**src/rtl/obi_mux_credit.sv**
```systemverilog
// N-to-1 OBI multiplexer with per-port credit limits,
// round-robin or fixed-priority arbitration, FIFO or ID response routing.
module obi_mux_credit #(
  parameter int NumSbrPorts     = 4,
  parameter int AddrWidth       = 32,
  parameter int DataWidth       = 32,
  parameter int SbrIdWidth      = 1,
  parameter int MgrIdWidth      = SbrIdWidth + $clog2(NumSbrPorts),
  parameter int MaxTransPerPort = 4,
  parameter int NumMaxTrans     = 8,
  parameter int PriorityMode    = 0,
  parameter int UseIdForRouting = 0,
  parameter int UseRReady       = 1,
  localparam int BeWidth  = DataWidth / 8,
  localparam int CntWidth = $clog2(MaxTransPerPort + 1)
) (
  input  logic                                clk_i,
  input  logic                                rst_i,
  input  logic [NumSbrPorts-1:0]              sbr_req_i,
  output logic [NumSbrPorts-1:0]              sbr_gnt_o,
  input  logic [NumSbrPorts*AddrWidth-1:0]    sbr_addr_i,
  input  logic [NumSbrPorts-1:0]              sbr_we_i,
  input  logic [NumSbrPorts*BeWidth-1:0]      sbr_be_i,
  input  logic [NumSbrPorts*DataWidth-1:0]    sbr_wdata_i,
  input  logic [NumSbrPorts*SbrIdWidth-1:0]   sbr_aid_i,
  output logic [NumSbrPorts-1:0]              sbr_rvalid_o,
  input  logic [NumSbrPorts-1:0]              sbr_rready_i,
  output logic [DataWidth-1:0]                sbr_rdata_o,
  output logic                                sbr_err_o,
  output logic [SbrIdWidth-1:0]               sbr_rid_o,
  output logic                                mgr_req_o,
  input  logic                                mgr_gnt_i,
  output logic [AddrWidth-1:0]                mgr_addr_o,
  output logic                                mgr_we_o,
  output logic [BeWidth-1:0]                  mgr_be_o,
  output logic [DataWidth-1:0]                mgr_wdata_o,
  output logic [MgrIdWidth-1:0]               mgr_aid_o,
  input  logic                                mgr_rvalid_i,
  output logic                                mgr_rready_o,
  input  logic [DataWidth-1:0]                mgr_rdata_i,
  input  logic                                mgr_err_i,
  input  logic [MgrIdWidth-1:0]               mgr_rid_i,
  output logic [NumSbrPorts*CntWidth-1:0]     outstanding_o,
  output logic                                spurious_rsp_o
);

  localparam int PortWidth = $clog2(NumSbrPorts);
  localparam int TotWidth  = $clog2(NumMaxTrans + 1);
  localparam int PtrWidth  = (NumMaxTrans > 1) ? $clog2(NumMaxTrans) : 1;

  if (NumSbrPorts < 2) begin : g_err_ports
    $fatal(1, "obi_mux_credit: NumSbrPorts must be >= 2");
  end
  if (MaxTransPerPort < 1) begin : g_err_credit
    $fatal(1, "obi_mux_credit: MaxTransPerPort must be >= 1");
  end
  if (MgrIdWidth < SbrIdWidth + PortWidth) begin : g_err_id
    $fatal(1, "obi_mux_credit: MgrIdWidth too small");
  end

  logic [CntWidth-1:0]    cnt_q [NumSbrPorts];
  logic [TotWidth-1:0]    total_q;
  logic [PortWidth-1:0]   rr_q;
  logic [PortWidth-1:0]   lock_sel_q;
  logic                   lock_q;
  logic                   spurious_q;

  logic [NumSbrPorts-1:0] elig;
  logic [NumSbrPorts-1:0] inc_vec;
  logic [NumSbrPorts-1:0] dec_vec;
  logic [PortWidth-1:0]   arb_sel;
  logic [PortWidth-1:0]   sel;
  logic [PortWidth-1:0]   rsp_idx;
  logic                   room;
  logic                   accept;
  logic                   no_route;
  logic                   rsp_hs;

  // Total below the limit also means the index FIFO has space.
  assign room = total_q < TotWidth'(NumMaxTrans);

  always_comb begin
    elig = '0;
    for (int p = 0; p < NumSbrPorts; p++) begin
      elig[p] = sbr_req_i[p] && room &&
                (cnt_q[p] < CntWidth'(MaxTransPerPort));
    end
  end

  always_comb begin
    int  j;
    logic found;
    arb_sel = '0;
    found   = 1'b0;
    j       = 0;
    if (PriorityMode != 0) begin
      for (int i = NumSbrPorts - 1; i >= 0; i--) begin
        if (elig[i]) arb_sel = PortWidth'(i);
      end
    end else begin
      for (int i = 0; i < NumSbrPorts; i++) begin
        j = int'(rr_q) + i;
        if (j >= NumSbrPorts) j = j - NumSbrPorts;
        if (!found && elig[j]) begin
          found   = 1'b1;
          arb_sel = PortWidth'(j);
        end
      end
    end
  end

  // A stalled request keeps its port until the manager grants it.
  assign sel       = lock_q ? lock_sel_q : arb_sel;
  assign mgr_req_o = elig[sel];
  assign accept    = mgr_req_o & mgr_gnt_i;

  always_comb begin
    sbr_gnt_o      = '0;
    sbr_gnt_o[sel] = accept;
  end

  assign mgr_addr_o  = sbr_addr_i[sel*AddrWidth +: AddrWidth];
  assign mgr_we_o    = sbr_we_i[sel];
  assign mgr_be_o    = sbr_be_i[sel*BeWidth +: BeWidth];
  assign mgr_wdata_o = sbr_wdata_i[sel*DataWidth +: DataWidth];
  assign mgr_aid_o   = MgrIdWidth'(
    {sel, sbr_aid_i[sel*SbrIdWidth +: SbrIdWidth]});

  if (UseIdForRouting != 0) begin : g_id_route
    logic idx_ok;
    assign rsp_idx  = mgr_rid_i[SbrIdWidth +: PortWidth];
    assign idx_ok   = 32'(rsp_idx) < 32'(NumSbrPorts);
    assign no_route = !idx_ok || (cnt_q[rsp_idx] == '0);
  end else begin : g_fifo_route
    logic [PortWidth-1:0] fifo_q [NumMaxTrans];
    logic [PtrWidth-1:0]  wr_ptr_q;
    logic [PtrWidth-1:0]  rd_ptr_q;
    logic                 unused_rid;

    function automatic logic [PtrWidth-1:0] nxt(
      input logic [PtrWidth-1:0] p
    );
      return (32'(p) == 32'(NumMaxTrans - 1)) ? '0 : p + 1'b1;
    endfunction

    assign unused_rid = ^mgr_rid_i;
    assign rsp_idx    = fifo_q[rd_ptr_q];
    assign no_route   = total_q == '0;

    always_ff @(posedge clk_i) begin
      if (accept) fifo_q[wr_ptr_q] <= sel;
    end

    always_ff @(posedge clk_i or posedge rst_i) begin
      if (rst_i) begin
        wr_ptr_q <= '0;
        rd_ptr_q <= '0;
      end else begin
        if (accept) wr_ptr_q <= nxt(wr_ptr_q);
        if (rsp_hs) rd_ptr_q <= nxt(rd_ptr_q);
      end
    end
  end

  always_comb begin
    sbr_rvalid_o = '0;
    if (!no_route) sbr_rvalid_o[rsp_idx] = mgr_rvalid_i;
  end

  // Unroutable responses are drained so the manager never stalls on them.
  assign mgr_rready_o = no_route |
                        ((UseRReady != 0) ? sbr_rready_i[rsp_idx] : 1'b1);
  assign rsp_hs       = mgr_rvalid_i & mgr_rready_o & ~no_route;
  assign sbr_rid_o    = mgr_rid_i[SbrIdWidth-1:0];
  assign sbr_rdata_o  = mgr_rdata_i;
  assign sbr_err_o    = mgr_err_i;

  always_comb begin
    inc_vec = '0;
    dec_vec = '0;
    for (int p = 0; p < NumSbrPorts; p++) begin
      inc_vec[p] = accept && (32'(sel) == 32'(p));
      dec_vec[p] = rsp_hs && (32'(rsp_idx) == 32'(p));
    end
  end

  always_ff @(posedge clk_i or posedge rst_i) begin
    if (rst_i) begin
      for (int p = 0; p < NumSbrPorts; p++) cnt_q[p] <= '0;
      total_q    <= '0;
      rr_q       <= '0;
      lock_q     <= 1'b0;
      lock_sel_q <= '0;
      spurious_q <= 1'b0;
    end else begin
      for (int p = 0; p < NumSbrPorts; p++) begin
        if (inc_vec[p] && !dec_vec[p]) cnt_q[p] <= cnt_q[p] + 1'b1;
        else if (dec_vec[p] && !inc_vec[p]) cnt_q[p] <= cnt_q[p] - 1'b1;
      end
      if (accept && !rsp_hs) total_q <= total_q + 1'b1;
      else if (rsp_hs && !accept) total_q <= total_q - 1'b1;
      lock_q     <= mgr_req_o & ~mgr_gnt_i;
      lock_sel_q <= sel;
      if (accept) begin
        rr_q <= (32'(sel) == 32'(NumSbrPorts - 1)) ? '0 : sel + 1'b1;
      end
      if (mgr_rvalid_i && no_route) spurious_q <= 1'b1;
    end
  end

  always_comb begin
    outstanding_o = '0;
    for (int p = 0; p < NumSbrPorts; p++) begin
      outstanding_o[p*CntWidth +: CntWidth] = cnt_q[p];
    end
  end

  assign spurious_rsp_o = spurious_q;

endmodule

```
**config.mk**
```make
export PLATFORM = sky130hd
export DESIGN_NAME = obi_mux_credit
export DESIGN_NICKNAME = d
export VERILOG_FILES = /design/src/rtl/obi_mux_credit.sv
export SDC_FILE = /design/constraint.sdc
export NUM_CORES = 1
export LEC_CHECK = 0
export BUFFER_PORTS_ARGS = -buffer_cell sky130_fd_sc_hd__buf_4
export CAP_MARGIN = 10
export CELL_PAD_IN_SITES_DETAIL_PLACEMENT = 1
export CELL_PAD_IN_SITES_GLOBAL_PLACEMENT = 2
export CORE_AREA = 2 2 180 182
export CTS_CLUSTER_DIAMETER = 60
export DETAILED_ROUTE_END_ITERATION = 10
export DIE_AREA = 0 0 182 184
export PLACE_DENSITY = 0.64
export SETUP_SLACK_MARGIN = 0.2
export SLEW_MARGIN = 40
export SYNTH_ARGS = -nofsm -noshare
export SYNTH_HDL_FRONTEND = slang
export SYNTH_SLANG_ARGS = --single-unit
```
**constraint.sdc**
```tcl
create_clock -name clk_i -period 5.8 [get_ports clk_i]
set_clock_uncertainty 0.1 [all_clocks]
set_input_delay 1.16 -clock clk_i [delete_from_list [all_inputs] [get_ports clk_i]]
set_output_delay 1.16 -clock clk_i [all_outputs]
set_load 0.05 [all_outputs]
```
==> results.md <==
- Placement Cell Area: 7610 sq um
- First drt pass iteration count: 4
- GRT overflow: 0
- Post-Place Cells: 1081
- #FFs+latches synth: 44
- Final Non-Filler Cells: 1102
- Multi-input logic area: 2880 sq um
- Setup TNS Final: 0 ns
- Core area: 31400 sq um
- Die ar.: 33500 sq um
- Syn Inst Count: 340
- CP max FO: 42
- Overall power: 6.85 mW
- Max Freq: 206 MHz
- DRT iter0 DRCs: 314
- Area Growth Syn to Fin: 70.8%
- Arrival @ worst endpoint: 3.60 ns
- Die height: 184 um
- Fin crit share: 83.8%
- Register area: 1180 sq um
- Vias in the first global route: 5021
- Share of layout cells above drive strength 1: 71.9%
- Synthesis warning total: 0
- H-tree Lvls: 2
- Routed wire length: 29900 um
- Final Util: 24.9%
- Clock buffer count from CTS: 5
- Resized cells post-CTS: 0
- Slew Viols, Final: 0
- Placement Setup Slack: 0.878 ns
- WL/cell: 27.1 um
- Final Cell Area: 7810 sq um
- Synth cell types: 55
- Die W: 182 um
- Final hold viol count: 0
- IR drop worst, VDD: 0.000528 V
- Fin crit period: 4.86 ns
- GR Util All Layers: 17.5%
- Via/cell ratio: 4.27
- WS Path Type: input pin to output port
- Critical path endpoint category: output port
- Antenna violations before repair: 29
- Rows: 65
- Lkg Pwr: 3.45 nW
- Nets: 1032
- First-pass GRT wire length: 40300 um
- Final Wtd Congestion: 0.858
- Drt drc: 0
- Worst path cell trace: buf_4 > and2b_1 > o21ai_0 > a211oi_1 > o21a_1 > inv_4 > buf_12 > mux4_2 > buf_4
- Most frequent cells in the layout: buf_4, mux4_2, dfrtp_1, nor2_1, edfxtp_1
- WP data required: 4.54 ns
- IO Port Bufs: 386
- Clock Tree Buf Depth: 2
- Cell mode on critical path: buf_4
- Setup violators final: 0
- Relative slew margins: 50.5%
- Root buf cell: clkbuf_16
- Unrepaired setup endpoints after global routing: no
- Seq/Total Area, Yosys: 25.8%
- Ys flop type: dfrtp_1
- Postcts setup bufs: 0
- Startpoint Class: input pin
- Largest net degree at the start of global routing: 44
- Final antenna-violating net count: 0
- Min-delay worst type: flop to flop
- CTS Sinks: 44
- Asr flop ratio synth: 63.6%
- Commonest non-fill, non-tap cell in the layout: buf_4
- Critical path's largest stage delay: 0.62 ns
- Fillers: 3607
- Slew at the pin closest to its max-slew limit: 0.735 ns
- Mapped Area: 4570 sq um
- Hold Buf Count CTS: 0
- Clock transition at the registers of the reported paths: 0.07 ns
- CTS tree: built
- Syn Area/Cell: 13.5 sq um
- EDFF count, synth: 16
- Max Cap Violations: 0
- I/O Pins: 457
- Via count: 4703
- Worst-skew pair later-pin latency: 0.28 ns
- PwrDens: 877 nW/um^2
- Post-DP HPWL: 26500 um
- Setup ws final: 0.937 ns
- Synth Net Count: 686
- Final Hold Slack: 0.376 ns
- Slowest cell on crit path: mux4_2
- Status: complete, no violations
- Initial core utilization: 14.6%
-- registers in the layout (all words and copies together) (netlist names) --
register and cells:
lock_q 1, g_fifo_route.rd_ptr_q 3, g_fifo_route.fifo_q 16, g_fifo_route.wr_ptr_q 3, total_q 4, outstanding_o 12
rr_q 2, lock_sel_q 2, spurious_rsp_o 1
-- routing by layer --
layer,global-route usage [%],up-vias,part of all wire (%)
met5,0,-,0.48
li1,-,2038,-
met1,19.6,2299,37
met3,14.6,32,20
met2,26.2,312,42
met4,2.06,22,0.97
-- worst max-delay path, delay by kind of cell --
kind	cells	cell delay, ns
compound gates	3	0.54
buf+inv	4	1.00
mux	1	0.62
simple gates	1	0.23
-- cell usage after synthesis, drive strengths merged (2+ instances only) --
master	instances	area share [%]
nor2	17	1.4
nor4	5	0.68
clkbuf	10	0.82
xnor2	8	1.5
nor3	8	0.98
a21o	3	0.49
o211ai	4	0.66
nor3b	2	0.33
edfxtp	16	11
nor4b	3	0.57
mux4	74	36
inv	12	1.0
buf	46	9.5
dfrtp	28	15
nand2	13	1.1
and3	2	0.27
nand3	2	0.22
o311ai	4	0.77
a211o	2	0.38
a21oi	5	0.55
nor2b	7	0.96
mux2i	5	1.4
fa	5	2.2
xor2	8	1.5
ha	13	3.6
nand2b	4	0.71
o21ai	9	0.98
or3	2	0.27
mux2	8	2.1
or3b	3	0.57
-- worst paths after layout --
| check | slack [ns] | cells after the start | endpoint | startpoint |
|---|---|---|---|---|
| setup / recovery | 0.94 | 9 | mgr_wdata_o[23] | sbr_req_i[1] |
| hold / removal | 0.38 | 1 | spurious_rsp_o$_DFFE_PP0P_ | spurious_rsp_o$_DFFE_PP0P_ |
| setup reg to reg | 1.89 | 13 | outstanding_o[11]$_DFFE_PP0P_ | total_q[3]$_DFFE_PP0P_ |
| hold reg to reg | 0.38 | 1 | spurious_rsp_o$_DFFE_PP0P_ | spurious_rsp_o$_DFFE_PP0P_ |
| max in group asynchronous | 4.42 | 3 | lock_sel_q[0]$_DFF_PP0_ | rst_i |
| min in group asynchronous | 0.86 | 3 | outstanding_o[4]$_DFFE_PP0P_ | rst_i |
-- final cells by class --
cell class,instances,area share (%)
antenna,13,0.416
clock buffer,5,1.60
clock inverter,3,0.593
inverter,12,0.609
multi-input combinational,228,36.8
sequential,44,15.1
tap,402,6.44
timing repair buffer,395,38.4
-- power breakdown --
group	switching [mW]	total, mW	internal, mW
Sequential	0.154	0.625	0.470
Combinational	3.75	5.89	2.15
Clock	0.126	0.331	0.205
-- cells by family after synthesis --
group | share of synthesized area, %
mux | 39.9
buf+inv | 11.4
fa+ha+maj | 5.75
flops | 25.8
simple gates | 8.89
xor+xnor | 3.06
compound gates | 5.23
No activity file was read; power rests on OpenSTA's default activity.
